==> src/rtl/sbox_ctrl_pkg.sv <==
// Shared types and helpers for the S-box sharing controller.
package sbox_ctrl_pkg;

    typedef enum logic [1:0] {
        IDLE,
        SUB,
        RESP
    } sbox_ctrl_state_e;

    localparam int SBOX_BYTE_W = 8;
    localparam int MAX_REQ     = 16;
    localparam int RR_IDX_W    = 4;

    // Lanes past NUM_REQ are zero-padded by the caller, so a mod-16 search preserves mod-NUM_REQ order.
    function automatic logic [RR_IDX_W-1:0] rr_pick(input logic [MAX_REQ-1:0] valid,
                                                    input logic [RR_IDX_W-1:0] ptr);
        logic [RR_IDX_W-1:0] cand;
        rr_pick = ptr;
        for (int i = MAX_REQ - 1; i >= 0; i--) begin
            cand = ptr + RR_IDX_W'(i);
            if (valid[cand]) rr_pick = cand;
        end
    endfunction

endpackage

==> src/rtl/sbox_share_ctrl_if.sv <==
// Request/response bundle between the round logic (master) and the S-box controller (slave).
interface sbox_share_ctrl_if
    import sbox_ctrl_pkg::*;
#(
    parameter int NUM_REQ = 4,
    parameter int BYTES   = 4
);
    localparam int IDW = (NUM_REQ > 1) ? $clog2(NUM_REQ) : 1;

    logic [NUM_REQ-1:0]                     req_valid;
    logic [NUM_REQ*BYTES*SBOX_BYTE_W-1:0]   req_data;
    logic [NUM_REQ-1:0]                     req_ready;
    logic                                   rsp_valid;
    logic                                   rsp_ready;
    logic [BYTES*SBOX_BYTE_W-1:0]           rsp_data;
    logic [IDW-1:0]                         rsp_id;

    modport master (
        output req_valid, req_data, rsp_ready,
        input  req_ready, rsp_valid, rsp_data, rsp_id
    );

    modport slave (
        input  req_valid, req_data, rsp_ready,
        output req_ready, rsp_valid, rsp_data, rsp_id
    );

endinterface

==> src/rtl/aes_sbox_lut.sv <==
// AES forward S-box as a 256-entry constant table.
module aes_sbox_lut (
    input  logic [7:0] in_byte,
    output logic [7:0] out_byte
);

    localparam logic [0:255][7:0] SBOX = {
        8'h63, 8'h7c, 8'h77, 8'h7b, 8'hf2, 8'h6b, 8'h6f, 8'hc5, 8'h30, 8'h01, 8'h67, 8'h2b, 8'hfe, 8'hd7, 8'hab, 8'h76,
        8'hca, 8'h82, 8'hc9, 8'h7d, 8'hfa, 8'h59, 8'h47, 8'hf0, 8'had, 8'hd4, 8'ha2, 8'haf, 8'h9c, 8'ha4, 8'h72, 8'hc0,
        8'hb7, 8'hfd, 8'h93, 8'h26, 8'h36, 8'h3f, 8'hf7, 8'hcc, 8'h34, 8'ha5, 8'he5, 8'hf1, 8'h71, 8'hd8, 8'h31, 8'h15,
        8'h04, 8'hc7, 8'h23, 8'hc3, 8'h18, 8'h96, 8'h05, 8'h9a, 8'h07, 8'h12, 8'h80, 8'he2, 8'heb, 8'h27, 8'hb2, 8'h75,
        8'h09, 8'h83, 8'h2c, 8'h1a, 8'h1b, 8'h6e, 8'h5a, 8'ha0, 8'h52, 8'h3b, 8'hd6, 8'hb3, 8'h29, 8'he3, 8'h2f, 8'h84,
        8'h53, 8'hd1, 8'h00, 8'hed, 8'h20, 8'hfc, 8'hb1, 8'h5b, 8'h6a, 8'hcb, 8'hbe, 8'h39, 8'h4a, 8'h4c, 8'h58, 8'hcf,
        8'hd0, 8'hef, 8'haa, 8'hfb, 8'h43, 8'h4d, 8'h33, 8'h85, 8'h45, 8'hf9, 8'h02, 8'h7f, 8'h50, 8'h3c, 8'h9f, 8'ha8,
        8'h51, 8'ha3, 8'h40, 8'h8f, 8'h92, 8'h9d, 8'h38, 8'hf5, 8'hbc, 8'hb6, 8'hda, 8'h21, 8'h10, 8'hff, 8'hf3, 8'hd2,
        8'hcd, 8'h0c, 8'h13, 8'hec, 8'h5f, 8'h97, 8'h44, 8'h17, 8'hc4, 8'ha7, 8'h7e, 8'h3d, 8'h64, 8'h5d, 8'h19, 8'h73,
        8'h60, 8'h81, 8'h4f, 8'hdc, 8'h22, 8'h2a, 8'h90, 8'h88, 8'h46, 8'hee, 8'hb8, 8'h14, 8'hde, 8'h5e, 8'h0b, 8'hdb,
        8'he0, 8'h32, 8'h3a, 8'h0a, 8'h49, 8'h06, 8'h24, 8'h5c, 8'hc2, 8'hd3, 8'hac, 8'h62, 8'h91, 8'h95, 8'he4, 8'h79,
        8'he7, 8'hc8, 8'h37, 8'h6d, 8'h8d, 8'hd5, 8'h4e, 8'ha9, 8'h6c, 8'h56, 8'hf4, 8'hea, 8'h65, 8'h7a, 8'hae, 8'h08,
        8'hba, 8'h78, 8'h25, 8'h2e, 8'h1c, 8'ha6, 8'hb4, 8'hc6, 8'he8, 8'hdd, 8'h74, 8'h1f, 8'h4b, 8'hbd, 8'h8b, 8'h8a,
        8'h70, 8'h3e, 8'hb5, 8'h66, 8'h48, 8'h03, 8'hf6, 8'h0e, 8'h61, 8'h35, 8'h57, 8'hb9, 8'h86, 8'hc1, 8'h1d, 8'h9e,
        8'he1, 8'hf8, 8'h98, 8'h11, 8'h69, 8'hd9, 8'h8e, 8'h94, 8'h9b, 8'h1e, 8'h87, 8'he9, 8'hce, 8'h55, 8'h28, 8'hdf,
        8'h8c, 8'ha1, 8'h89, 8'h0d, 8'hbf, 8'he6, 8'h42, 8'h68, 8'h41, 8'h99, 8'h2d, 8'h0f, 8'hb0, 8'h54, 8'hbb, 8'h16
    };

    assign out_byte = SBOX[in_byte];

endmodule

==> src/rtl/sbox_rr_arbiter.sv <==
// Combinational round-robin pick: one-hot grant plus index, searching upward from ptr.
module sbox_rr_arbiter
    import sbox_ctrl_pkg::*;
#(
    parameter int NUM_REQ = 4,
    parameter int IDW     = 2
) (
    input  logic [NUM_REQ-1:0] valid,
    input  logic [IDW-1:0]     ptr,
    output logic [NUM_REQ-1:0] grant,
    output logic [IDW-1:0]     idx
);

    logic [MAX_REQ-1:0]  valid_pad;
    logic [RR_IDX_W-1:0] pick;

    always_comb begin
        valid_pad = '0;
        valid_pad[NUM_REQ-1:0] = valid;
        pick  = rr_pick(valid_pad, RR_IDX_W'(ptr));
        idx   = IDW'(pick);
        grant = '0;
        if (valid != '0) grant[idx] = 1'b1;
    end

endmodule

==> src/rtl/sbox_share_ctrl.sv <==
// Round-robin sharing of one AES S-box among NUM_REQ requesters, one byte per cycle.
// Define SBOX_IN_REG_EN to register the S-box input byte (SUB then lasts BYTES+1 cycles).
module sbox_share_ctrl
    import sbox_ctrl_pkg::*;
#(
    parameter int NUM_REQ = 4,
    parameter int BYTES   = 4
) (
    input  logic                clk,
    input  logic                rst_n,
    sbox_share_ctrl_if.slave    bus,
    output logic                busy
);

    localparam int IDW    = (NUM_REQ > 1) ? $clog2(NUM_REQ) : 1;
    localparam int CW     = (BYTES > 1) ? $clog2(BYTES) : 1;
    localparam int WORD_W = BYTES * SBOX_BYTE_W;

    sbox_ctrl_state_e state, state_next;

    logic [IDW-1:0]         rr_ptr;
    logic [IDW-1:0]         id_q;
    logic [IDW-1:0]         grant_idx;
    logic [NUM_REQ-1:0]     grant;
    logic [CW-1:0]          byte_cnt;
    logic [WORD_W-1:0]      work;
    logic                   rsp_valid_q;
    logic [SBOX_BYTE_W-1:0] sbox_in;
    logic [SBOX_BYTE_W-1:0] sbox_out;
    logic                   accept;
    logic                   rsp_done;
    logic                   sub_last;

    sbox_rr_arbiter #(
        .NUM_REQ (NUM_REQ),
        .IDW     (IDW)
    ) u_arb (
        .valid (bus.req_valid),
        .ptr   (rr_ptr),
        .grant (grant),
        .idx   (grant_idx)
    );

    aes_sbox_lut u_sbox (
        .in_byte  (sbox_in),
        .out_byte (sbox_out)
    );

    assign accept   = (state == IDLE) && (bus.req_valid != '0);
    assign rsp_done = rsp_valid_q && bus.rsp_ready;

`ifdef SBOX_IN_REG_EN
    logic [SBOX_BYTE_W-1:0] in_q;
    logic [CW-1:0]          wb_idx;
    logic                   wb_valid;
    logic                   issue_done;

    assign sbox_in  = in_q;
    assign sub_last = wb_valid && (wb_idx == CW'(BYTES - 1));
`else
    assign sbox_in  = work[int'(byte_cnt)*SBOX_BYTE_W +: SBOX_BYTE_W];
    assign sub_last = (byte_cnt == CW'(BYTES - 1));
`endif

    assign bus.rsp_valid = rsp_valid_q;
    assign bus.rsp_data  = work;
    assign bus.rsp_id    = id_q;

    always_ff @(posedge clk or negedge rst_n) begin
        if (!rst_n) state <= IDLE;
        else        state <= state_next;
    end

    // rst_n gates the grant so req_ready stays low while reset is held, even with requests pending.
    always_comb begin
        state_next    = state;
        bus.req_ready = '0;
        busy          = (state != IDLE);
        case (state)
            IDLE: begin
                if (rst_n) bus.req_ready = grant;
                if (accept) state_next = SUB;
            end
            SUB:     if (sub_last) state_next = RESP;
            RESP:    if (rsp_done) state_next = IDLE;
            default: state_next = IDLE;
        endcase
    end

    always_ff @(posedge clk or negedge rst_n) begin
        if (!rst_n) begin
            rr_ptr      <= '0;
            id_q        <= '0;
            byte_cnt    <= '0;
            work        <= '0;
            rsp_valid_q <= 1'b0;
`ifdef SBOX_IN_REG_EN
            in_q        <= '0;
            wb_idx      <= '0;
            wb_valid    <= 1'b0;
            issue_done  <= 1'b0;
`endif
        end else begin
            case (state)
                IDLE: begin
                    if (accept) begin
                        work     <= bus.req_data[int'(grant_idx)*WORD_W +: WORD_W];
                        id_q     <= grant_idx;
                        byte_cnt <= '0;
`ifdef SBOX_IN_REG_EN
                        wb_valid   <= 1'b0;
                        issue_done <= 1'b0;
`endif
                    end
                end
                SUB: begin
`ifdef SBOX_IN_REG_EN
                    // Issue byte k into in_q while byte k-1 returns from the S-box into work.
                    if (!issue_done) begin
                        in_q       <= work[int'(byte_cnt)*SBOX_BYTE_W +: SBOX_BYTE_W];
                        wb_idx     <= byte_cnt;
                        wb_valid   <= 1'b1;
                        byte_cnt   <= byte_cnt + 1'b1;
                        issue_done <= (byte_cnt == CW'(BYTES - 1));
                    end
                    if (wb_valid) work[int'(wb_idx)*SBOX_BYTE_W +: SBOX_BYTE_W] <= sbox_out;
                    if (sub_last) wb_valid <= 1'b0;
`else
                    work[int'(byte_cnt)*SBOX_BYTE_W +: SBOX_BYTE_W] <= sbox_out;
                    byte_cnt <= byte_cnt + 1'b1;
`endif
                    if (sub_last) rsp_valid_q <= 1'b1;
                end
                RESP: begin
                    if (rsp_done) begin
                        rsp_valid_q <= 1'b0;
                        rr_ptr      <= (id_q == IDW'(NUM_REQ - 1)) ? '0 : id_q + 1'b1;
                    end
                end
                default: ;
            endcase
        end
    end

endmodule
==> src/flat_wrapper.sv <==
// flat-port wrapper written by rule: the top's interface ports become plain ports
module sbox_share_ctrl_flat import sbox_ctrl_pkg::*;
#(
    parameter int NUM_REQ = 4,
    parameter int BYTES   = 4
)
  (clk, rst_n, busy, bus_req_valid, bus_req_data, bus_rsp_ready, bus_req_ready, bus_rsp_valid, bus_rsp_data, bus_rsp_id);
  sbox_share_ctrl_if #(.NUM_REQ(NUM_REQ), .BYTES(BYTES)) bus_i ();
  input  logic clk;
  input  logic rst_n;
  output logic busy;
  input wire logic [$bits(bus_i.req_valid)-1:0] bus_req_valid;
  input wire logic [$bits(bus_i.req_data)-1:0] bus_req_data;
  input wire logic [$bits(bus_i.rsp_ready)-1:0] bus_rsp_ready;
  output wire logic [$bits(bus_i.req_ready)-1:0] bus_req_ready;
  output wire logic [$bits(bus_i.rsp_valid)-1:0] bus_rsp_valid;
  output wire logic [$bits(bus_i.rsp_data)-1:0] bus_rsp_data;
  output wire logic [$bits(bus_i.rsp_id)-1:0] bus_rsp_id;
  assign bus_i.req_valid = bus_req_valid;
  assign bus_i.req_data = bus_req_data;
  assign bus_i.rsp_ready = bus_rsp_ready;
  assign bus_req_ready = bus_i.req_ready;
  assign bus_rsp_valid = bus_i.rsp_valid;
  assign bus_rsp_data = bus_i.rsp_data;
  assign bus_rsp_id = bus_i.rsp_id;
  sbox_share_ctrl #(.NUM_REQ(NUM_REQ), .BYTES(BYTES)) u_core (.clk(clk), .rst_n(rst_n), .bus(bus_i), .busy(busy));
endmodule
==> config.mk <==
export PLATFORM = sky130hd
export DESIGN_NAME = sbox_share_ctrl_flat
export DESIGN_NICKNAME = d
export VERILOG_FILES = /design/src/rtl/sbox_ctrl_pkg.sv /design/src/rtl/sbox_share_ctrl_if.sv /design/src/rtl/aes_sbox_lut.sv /design/src/rtl/sbox_rr_arbiter.sv /design/src/rtl/sbox_share_ctrl.sv /design/src/flat_wrapper.sv
export SDC_FILE = /design/constraint.sdc
export NUM_CORES = 1
export LEC_CHECK = 0
export CAP_MARGIN = 20
export CORE_ASPECT_RATIO = 0.8
export CORE_MARGIN = 8
export CORE_UTILIZATION = 30
export CTS_BUF_LIST = sky130_fd_sc_hd__clkbuf_16
export CTS_CLUSTER_DIAMETER = 150
export DETAILED_ROUTE_END_ITERATION = 10
export HOLD_SLACK_MARGIN = 0.1
export PLACE_DENSITY = 0.6
export SETUP_SLACK_MARGIN = 0.1
export SLEW_MARGIN = 25
export SYNTH_ARGS = -nofsm -noshare
export SYNTH_HDL_FRONTEND = slang
export SYNTH_HIERARCHICAL = 1
export SYNTH_SLANG_ARGS = --single-unit
==> constraint.sdc <==
create_clock -name clk -period 3.6 [get_ports clk]
set_input_delay 0.36 -clock clk [delete_from_list [all_inputs] [get_ports clk]]
set_output_delay 0.36 -clock clk [all_outputs]
set_load 0.05 [all_outputs]
# Word-level counts from Yosys, hierarchy flattened

Memory sizes are Yosys's and may differ from the RTL's.
Index checks and enable logic that the tools add are counted.

Flip-flop bits (word level): 41
ROM bits: 2048
Input bits: 135
Output and inout bits: 40
Logic and storage cells: 137
Memories: 1

Memories:

| name            | depth | bits a word | read ports | clocked after memory_dff | write ports | RTL line           | source |
|---|---|---|---|---|---|---|---|
| (no name shown) | 256   | 8           | 1          | 0                        | 0           | aes_sbox_lut.sv:26 | `assign out_byte = SBOX[in_byte];` |

Add/sub/neg operators: 18
Order comparisons: 19
Equal/unequal tests: 7
Shifts and indexed selects: 4
Muxes and demuxes: 68
Bitwise gates (word level): 1
Reduce and logical (&&, ||, !) cells: 13

Operators with widths:

| operator                                                                     | count |
|---|---|
| 128-bit by 8-bit indexed part select with 32-bit output                      | 1 |
| 32-bit case mux with 2 select lines                                          | 1 |
| 1-bit binary-select mux with 4-bit select                                    | 15 |
| 4-bit by 5-bit less-than comparator with 1-bit output, second input constant | 12 |
| 2-bit 2-to-1 mux                                                             | 21 |
| 5-bit negation with 33-bit output                                            | 1 |
| 8-bit by 33-bit variable shift with 32-bit output, first input constant      | 1 |
| 8-bit by 33-bit indexed part select with 32-bit output                       | 1 |
| 32-bit bitwise mux                                                           | 1 |
| 32-bit 2-to-1 mux                                                            | 1 |
| 32-bit by 6-bit indexed part select with 8-bit output                        | 1 |
| 1-bit 2-to-1 mux                                                             | 19 |
| 2-bit by 3-bit adder with 4-bit output, second input constant                | 4 |
| 2-bit by 4-bit adder with 4-bit output, second input constant                | 4 |
| 8-bit 2-to-1 mux                                                             | 2 |
| 3-bit by 5-bit less-than comparator with 1-bit output, second input constant | 3 |
| 4-bit 2-to-1 mux                                                             | 3 |
| 9-bit greater-or-equal comparator, second input constant                     | 1 |
| 8-bit NOT with 9-bit output                                                  | 1 |
| 3-bit by 3-bit adder with 4-bit output, second input constant                | 2 |
| 2-bit by 2-bit adder with 3-bit output, second input constant                | 2 |
| 2-bit equality test, second input constant                                   | 3 |
| 2-bit by 1-bit != test with 1-bit output, second input constant              | 3 |
| 2-bit case mux with 3 select lines                                           | 1 |
| 18 further kinds                                                             | 26 |

# Longest topological paths before layout

Gate-level depths: netlist of run 1.

Word-level depth: 26
Mapped depth: 15
Depth with buffers taken out: 11

# Cells and area by module

The synthesis of run 1 kept the hierarchy.

Modules (own cells, without submodules):

| module          | times used | cells each | area each (µm²) | sequential area each (µm²) |
|---|---|---|---|---|
| sbox_share_ctrl | 1          | 221        | 3360.7          | 1026.0 |
| aes_sbox_lut    | 1          | 517        | 3201.8          | 0.0 |
| sbox_rr_arbiter | 1          | 61         | 500.5           | 0.0 |

# Worst setup path before layout of run 1

No wires, ideal clock.

Kind: register to register
Start point: register u_core.byte_cnt[0]
End point: register u_core.work[11] (netlist: u_core/bus.rsp_data[11])
Library setup time: 0.125 ns
Arrival: 3.773 ns
Required time: 3.475 ns
Slack: -0.298 ns
Cell stages (with the launch flop): 16
Path buffers: 4
Clock period less this slack: 3.898 ns
Cells stage by stage: dfrtp_1 buf_2 mux4_2 buf_2 buf_2 inv_1 ha_1 clkbuf_1 nand2_2 a21oi_1 nor3_1 a311oi_1 a311o_1 a211o_1 a32o_1 mux2_4

Word-level cells in the longest chain between the ends: 8
Elaborated cells between the ends (all ways): 10
Those cells by class: add/sub (1); shift (3); mux (4); bitwise (1); memory (1)

RTL lines:

| element                                                | RTL line               | source |
|---|---|---|
| from (decl)                                            | sbox_share_ctrl.sv:25  | `logic [CW-1:0] byte_cnt;` |
| from (signal assigned)                                 | sbox_share_ctrl.sv:130 | `byte_cnt <= byte_cnt + 1'b1;` |
| 32-bit by 6-bit indexed part select with 8-bit output  | sbox_share_ctrl.sv:61  | `assign sbox_in = work[int'(byte_cnt)*SBOX_BYTE_W +: SBOX_BYTE_W];` |
| via u_core.sbox_in[0]                                  | sbox_share_ctrl.sv:28  | `logic [SBOX_BYTE_W-1:0] sbox_in;` |
| 8-bit NOT with 9-bit output (not written as such)      | aes_sbox_lut.sv:26     |  |
| memory read 256 x 8 bit                                | --                     |  |
| 8-bit 2-to-1 mux (not written as such) (2 in series)   | aes_sbox_lut.sv:26     |  |
| via u_core.sbox_out[3]                                 | sbox_share_ctrl.sv:29  | `logic [SBOX_BYTE_W-1:0] sbox_out;` |
| 8-bit by 33-bit indexed part select with 32-bit output | sbox_share_ctrl.sv:129 | `work[int'(byte_cnt)*SBOX_BYTE_W +: SBOX_BYTE_W] <= sbox_out;` |
| 32-bit bitwise mux                                     | sbox_share_ctrl.sv:129 |  |
| 32-bit case mux with 2 select lines                    | sbox_share_ctrl.sv:104 | `case (state)` |
| to (signal assigned)                                   | sbox_share_ctrl.sv:107 | `work <= bus.req_data[int'(grant_idx)*WORD_W +: WORD_W];` |
| to (signal, indexed assignment)                        | sbox_share_ctrl.sv:129 |  |
| to (decl)                                              | sbox_share_ctrl.sv:26  | `logic [WORD_W-1:0] work;` |

The timed path passes the listed nets, and every way through them passes these cells. The select of a mux whose other input is x is not followed.
A chain may end at the register's enable or synchronous reset.

# Final worst setup path of run 1

Start point: register u_core.byte_cnt[0]
End point: register u_core.work[3] (netlist: u_core/bus.rsp_data[3])

The elaborated chain is that of the path after synthesis.

==> results of run 1 <==
## cells in the mapped netlist, drive strengths merged (3+ instances only)
cell     instances
nand2b          17
mux2            41
mux4            46
or2b             3
or3              9
inv             15
a2111oi          5
dfrtp           41
nor2            45
o22ai            4
nor3            20
a21o             3
nand2           54
nand4b           3
a31oi           25
a32oi            3
nand4            3
or2              5
o211ai          16
nor2b           21
o311ai           5
mux2i            7
o31a             3
clkbuf          39
a211oi          12
a21oi           48
a221oi          11
o41ai            3
buf             59
a22o             5
nor4             4
ha              23
a311oi          14
o221ai           4
o21ai           45
a32o            32
o21a             3
nand3           28
nor3b            4
and3             9
o31ai           10
o211a            3
and2            12
a211o            4
## worst max-delay path by stage
stage	startpoint	end	slack (ps)	depth (start not counted)
global route	u_core/byte_cnt[0]	u_core/bus.rsp_data[3]	40	13
CTS	u_core/byte_cnt[0]	u_core/bus.rsp_data[3]	110	13
finish	u_core/byte_cnt[0]	u_core/bus.rsp_data[3]	140	11
global placement	u_core/byte_cnt[0]	u_core/bus.rsp_data[15]	-140	12
detailed placement	u_core/byte_cnt[0]	u_core/bus.rsp_data[26]	-150	11
floorplan	u_core/byte_cnt[0]	u_core/bus.rsp_data[3]	100	13
## worst register-to-register path, stage by stage (launching register included)
cell	delay, ps
dfrtp_2	420
mux4_2	600
buf_4	230
ha_1	250
buf_4	190
o21ai_0	260
a21oi_1	120
o2111ai_1	190
a31oi_1	140
a211o_1	400
a32o_1	290
mux2_4	250
## flip-flops by register name (all words and copies together) (netlist names)
signal and flops:
u_core/bus.rsp_id 2, u_core/bus.rsp_valid 1, u_core/rr_ptr 2, u_core/state 2, u_core/bus.rsp_data 32, u_core/byte_cnt 2
## final cells by class
| cell class | instances | area (µm²) |
|---|---|---|
| clock inverters | 3 | 17.5 |
| flip-flops and latches | 41 | 1030 |
| multi-input cells | 644 | 5640 |
| inverters | 16 | 71.3 |
| clock buffers | 5 | 125 |
| repair buffers | 322 | 3000 |
| well taps | 312 | 390 |
| fillers | 2301 | 13000 |
## routing by layer
metal	global-route usage (%)	up-vias	wire (µm)
met3	7.66	125	4370
met1	31.0	4110	14600
li1	-	3641	-
met4	8.35	0	1450
met5	0	-	0
met2	32.9	646	14600
## cells by family (layout without fill, tap and decap cells)
logic type / Yosys count / in the layout / synth area share (%)
flip-flops: 41 / 41 / 14.5
AO/OA/AOI/OAI: 278 / 278 / 29.0
multiplexers: 94 / 94 / 25.3
XOR/XNOR: 1 / 1 / 0.124
adder cells (fa/ha/maj): 23 / 23 / 4.07
buffers and inverters: 114 / 346 / 8.50
AND/OR/NAND/NOR: 248 / 248 / 18.5
## per-stage QoR
step	hold WS [ps]	std cells	setup slack [ps]
finish	291	1343	140
global route	351	1343	41.0
CTS	308	1337	110
detailed placement	519	1327	-152
global placement	525	1327	-139
floorplan	64.4	799	101
## what timing repair did
action,CTS,global route
pin swaps,0,15
resized for setup,9,38
endpoints found under the setup margin,27,33
buffers inserted,2,6
==> impl_metrics.env, run 1 <==
export IMPL_place_area_mm2=0.00991
export IMPL_first_pass_iters=6
export IMPL_worstPathArrival_ps=3630
export IMPL_grt_usage_pct=22.8
export IMPL_rsz0062_at_grt="true"
export IMPL_drtIter0Drc=1359
export IMPL_wirelength_um=35000
export IMPL_fin_setup_tns_ps=0
export IMPL_synth_area_mm2=0.00706
export IMPL_grt_overflow=0
export IMPL_cts_path_max_buffers=2
export IMPL_vias=8522
export IMPL_yosys_cell_types_count=88
export IMPL_synth_main_ff_cell="dfrtp_1"
export IMPL_hold_viol_final=0
export IMPL_path_max_fanout=12
export IMPL_critPathLaunchType="flop"
export IMPL_post_route_period_util_pct=96.1
export IMPL_grt_pass1_vias=8136
export IMPL_die_h_um=153
export IMPL_crit_buf_inv=2
export IMPL_final_cell_mix="clkdlybuf4s50_1, buf_4, nand2_1"
export IMPL_final_area_mm2=0.0103
export IMPL_nets=1188
export IMPL_path_common_cell="buf_4"
export IMPL_wl_per_cell_um=26.1
export IMPL_criticalPathCategory="reg -> reg"
export IMPL_postSynthAreaPerCell_um2=8.84
export IMPL_fin_util_pct=44.1
export IMPL_gp_congestion=1.11
export IMPL_synth_seq_cells=41
export IMPL_grt_pass1_wl_um=51500
export IMPL_ff2ff_path_depth=11
export IMPL_setup_viol=0
export IMPL_status="finished, final reports clean"
export IMPL_start_util_pct=30.3
export IMPL_synth_nets=957
export IMPL_r2r_setup_slack_ps=140
export IMPL_synth_edf_count=0
export IMPL_drv_slew=0
export IMPL_post_route_cells_drive_above_1_share_pct=26.5
export IMPL_cts_inserted_buffers=5
export IMPL_cts_tree="built"
export IMPL_root_buffer="clkbuf_16"
export IMPL_fin_skew_ps=8.43
export IMPL_slowest_stage="mux4_2"
export IMPL_grt_max_degree=48
export IMPL_core_area_mm2=0.0233
export IMPL_synth_top_cell_area_share_pct=14.5
export IMPL_dieArea_mm2=0.0287
export IMPL_cts_hold_buf=0
export IMPL_async_flop_share_pct=100
export IMPL_yosysSeqAreaShare_pct=14.5
export IMPL_crit_family="compound AO/OA/AOI/OAI gates"
export IMPL_hold_path_class="in -> async"
export IMPL_worstSetupEndpointType="flop"
export IMPL_worst_pin_slew_ps=1080
export IMPL_avgViaCountPerCell=6.35
export IMPL_reg2reg_to="u_core/bus.rsp_data[3]"
export IMPL_rows=50
export IMPL_yosysWarnings=6
export IMPL_die_w_um=188
export IMPL_r2r_start="u_core/byte_cnt[0]"
export IMPL_syn2layout_area_growth_pct=45.5
export IMPL_crit_required_ps=3770
export IMPL_path_cells="mux4_2, buf_4, ha_1, buf_4, o21ai_0, a21oi_1, o2111ai_1, a31oi_1, a211o_1, a32o_1, mux2_4"
export IMPL_clock_sinks=41
export IMPL_insertedDiodeCount=0
export IMPL_dpl_hpwl_um=27600
export IMPL_drv_cap=0
export IMPL_io_pins=175
export IMPL_io_buffers=174
export IMPL_htreeDepth=2
export IMPL_clock_latency_ps=290
export IMPL_yosysTopAreaCell="dfrtp_1"
export IMPL_ant_nets=0
export IMPL_cpPeakStageDelay_ps=600
export IMPL_drcViolationCount=0
export IMPL_fin_crit_ps=3460
export IMPL_fmax_ghz=0.289
export IMPL_final_common_cell="clkdlybuf4s50_1"
export IMPL_slew_headroom_pct=27.2
export IMPL_clk_pin_slew_ps=60
export IMPL_antenna_found_initial=0
export IMPL_syn_inst=799
export IMPL_ys_top_cells_by_area="dfrtp_1, mux4_1, mux2_4, mux4_2, a32o_1"
Power of run 1 is not shown: default switching activity piles up to over one toggle a cycle in this logic, so the estimate is an artifact.
==> run 2: changes to the inputs <==
--- a/config.mk
+++ b/config.mk
@@ -5,6 +5,7 @@
 export SDC_FILE = /design/constraint.sdc
 export NUM_CORES = 1
 export LEC_CHECK = 0
+export ABC_AREA = 1
 export CAP_MARGIN = 20
 export CORE_ASPECT_RATIO = 0.8
 export CORE_MARGIN = 8
@@ -13,7 +14,9 @@
 export CTS_CLUSTER_DIAMETER = 150
 export DETAILED_ROUTE_END_ITERATION = 10
 export HOLD_SLACK_MARGIN = 0.1
-export PLACE_DENSITY = 0.6
+export MAX_ROUTING_LAYER = met4
+export PLACE_DENSITY = 0.59
+export REMOVE_ABC_BUFFERS = 1
 export SETUP_SLACK_MARGIN = 0.1
 export SLEW_MARGIN = 25
 export SYNTH_ARGS = -nofsm -noshare
==> impl_metrics.env, run 2 <==
export IMPL_slew_headroom_pct=53.6
export IMPL_cts_tree="built"
export IMPL_path_max_fanout=16
export IMPL_fin_setup_tns_ps=0
export IMPL_vias=10300
export IMPL_synth_compound_area_share_pct=6.25
export IMPL_nets=1788
export IMPL_yosys_cell_types_count=36
export IMPL_avgViaCountPerCell=5.24
export IMPL_die_w_um=193
export IMPL_yosysWarnings=6
export IMPL_critPathLaunchType="flop"
export IMPL_synth_xor_area_share_pct=0
export IMPL_cp_startpoint="u_core/byte_cnt[0]"
export IMPL_synth_seq_cells=41
export IMPL_path_common_cell="nand2_1"
export IMPL_dieArea_mm2=0.0305
export IMPL_io_pins=175
export IMPL_grt_pass1_vias=9593
export IMPL_clock_sinks=41
export IMPL_final_area_mm2=0.0102
export IMPL_drcViolationCount=0
export IMPL_rows=52
export IMPL_worstSetupEndpointType="flop"
export IMPL_post_route_period_util_pct=93.0
export IMPL_clk_pin_slew_ps=60
export IMPL_ant_nets=0
export IMPL_wirelength_um=36900
export IMPL_drv_slew=0
export IMPL_htreeDepth=2
export IMPL_slowest_stage="dfrtp_2"
export IMPL_place_area_mm2=0.00991
export IMPL_grt_overflow=0
export IMPL_r2r_start="u_core/byte_cnt[0]"
export IMPL_grt_pass1_wl_um=56000
export IMPL_gp_congestion=1.03
export IMPL_final_common_cell="nand2_1"
export IMPL_synth_top_family_by_area="simple AND/OR/NAND/NOR gates"
export IMPL_first_pass_iters=7
export IMPL_drtIter0Drc=1293
export IMPL_setup_viol=0
export IMPL_synth_area_mm2=0.00753
export IMPL_syn2layout_area_growth_pct=34.8
export IMPL_syn_inst=1455
export IMPL_root_buffer="clkbuf_16"
export IMPL_criticalPathCategory="reg -> reg"
export IMPL_worst_pin_slew_ps=696
export IMPL_synth_top_cell_area_share_pct=28.2
export IMPL_synth_fa_ha_area_share_pct=3.82
export IMPL_drv_cap=0
export IMPL_core_area_mm2=0.0250
export IMPL_cts_hold_buf=0
export IMPL_status="finished, final reports clean"
export IMPL_io_buffers=174
export IMPL_largest_reg_flops=32
export IMPL_async_flop_share_pct=100
export IMPL_postSynthAreaPerCell_um2=5.18
export IMPL_cts_path_max_buffers=2
export IMPL_grt_max_degree=60
export IMPL_fin_crit_ps=3350
export IMPL_yosysTopAreaCell="nand2_1"
export IMPL_cpPeakStageDelay_ps=470
export IMPL_worstPathArrival_ps=3580
export IMPL_path_cells="inv_4, o21ai_1, o22ai_4, inv_4, buf_4, nor2_1, nand2_1, nand2_1, inv_1, nand2_1, nand3_1, nand3_1, nand3_1, nand2_1, nand2_1, nor2_1, nand4_1, nand2_1, nand2_1, nand2_1"
export IMPL_cts_inserted_buffers=5
export IMPL_hold_viol_final=0
export IMPL_fmax_ghz=0.299
export IMPL_antenna_found_initial=1
export IMPL_fin_util_pct=40.6
export IMPL_hold_path_class="in -> async"
export IMPL_start_util_pct=30.1
export IMPL_ys_top_cells_by_count="nand2_1, nand3_1, inv_1"
export IMPL_clock_latency_ps=290
export IMPL_grt_usage_pct=24.2
export IMPL_wl_per_cell_um=18.9
export IMPL_post_route_cells_drive_above_1_share_pct=9.63
export IMPL_yosysSeqAreaShare_pct=13.6
export IMPL_final_cell_mix="nand2_1, nand3_1, inv_1"
export IMPL_yosys_area_share_simple_pct=59.0
export IMPL_die_h_um=158
export IMPL_synth_edf_count=0
export IMPL_crit_required_ps=3830
export IMPL_synth_main_ff_cell="dfrtp_1"
export IMPL_fill_cells=2778
export IMPL_synth_most_common_cell="nand2_1"
export IMPL_fin_skew_ps=4.75
export IMPL_dpl_hpwl_um=28300
export IMPL_ys_top_cells_by_area="nand2_1, nand3_1, dfrtp_1, inv_1, ha_1"
export IMPL_synthMuxAreaShare_pct=0
export IMPL_rsz0062_at_grt="true"
run 2: cell types whose count changed after synthesis, moves of 19 or more:
cell      previous run  this run
nand2_2              1        21
clkbuf_1            38        17
nand3_1             28       333
mux2_4              32         0
nand4_1              3        29
inv_1               14       183
nand2_1             53       566
mux4_2              19         0
a31oi_1             25         1
a32o_1              32         0
mux4_1              27         0
nor2b_1             19         0
run 2: per-layer routing:
layer / track usage [%] / vias to the layer above / wire length, µm
li1: - / 4964 / -
met1: 34.4 / 4627 / 16900
met2: 32.2 / 593 / 14700
met3: 6.87 / 71 / 4380
met4: 7.02 / 0 / 919
met5: - / - / 0
run 2: cell families (layout without fill, tap and decap cells):
group | count (synthesis) | count (layout)
adder cells (fa/ha/maj) | 23 | 23
other | 0 | 1
flip-flops | 41 | 41
AO/OA/AOI/OAI | 85 | 85
AND/OR/NAND/NOR | 1022 | 1022
buffers and inverters | 284 | 460
run 2: timing repair:
action / in CTS / in global routing
setup endpoints to repair: 11 / 25
gates resized for setup: 1 / 24
gates cloned: 0 / 0
buffers inserted: 2 / 0
pin swaps: 1 / 1
run 2: area by class of cell:
class	count	area [µm²]	share of cell area, %
multi-input combinational	1130	5290	52.1
antenna	1	2.50	0.0246
inverter	194	748	7.37
timing repair buffer	258	2510	24.7
clock buffer	5	125	1.23
tap	324	405	3.99
clock inverter	3	37.5	0.370
sequential	41	1030	10.1
run 2: critical path, delay by kind of cell (launching register included):
kind | cells | cell delay (ps)
AND/OR/NAND/NOR | 14 | 1840
AO/OA/AOI/OAI | 2 | 450
flip-flops | 1 | 470
buffers and inverters | 4 | 540
run 2: path summary, 6_finish.rpt:
check,endpoint,slack [ps],cells after the start
max in group asynchronous,u_core/byte_cnt[0],2970,2
min in group clk,u_core/bus.rsp_id[1],530,2
setup / recovery,u_core/bus.rsp_data[30],250,20
hold / removal,u_core/state[0],210,2
hold reg to reg,u_core/bus.rsp_id[1],530,2
setup reg to reg,u_core/bus.rsp_data[30],250,20
run 2: through the flow:
step                setup slack, ps  instances  hold WS, ps
floorplan                     -2990       1365         64.4
global placement              -41.3       1945          513
detailed placement            -28.0       1945          521
CTS                             120       1955          231
global route                   63.6       1956          269
finish                          250       1956          213
Power of run 2 is left out for the same reason.
==> run 3: changes to the inputs <==
--- a/config.mk
+++ b/config.mk
@@ -12,13 +12,13 @@
 export CORE_UTILIZATION = 30
 export CTS_BUF_LIST = sky130_fd_sc_hd__clkbuf_16
 export CTS_CLUSTER_DIAMETER = 150
+export CTS_CLUSTER_SIZE = 30
 export DETAILED_ROUTE_END_ITERATION = 10
 export HOLD_SLACK_MARGIN = 0.1
 export MAX_ROUTING_LAYER = met4
 export PLACE_DENSITY = 0.59
 export REMOVE_ABC_BUFFERS = 1
 export SETUP_SLACK_MARGIN = 0.1
-export SLEW_MARGIN = 25
 export SYNTH_ARGS = -nofsm -noshare
 export SYNTH_HDL_FRONTEND = slang
 export SYNTH_HIERARCHICAL = 1
==> results of run 3 <==
No change in the layout: final DEF, timing and power equal those of run 2.
Power of run 3 is left out for the same reason.
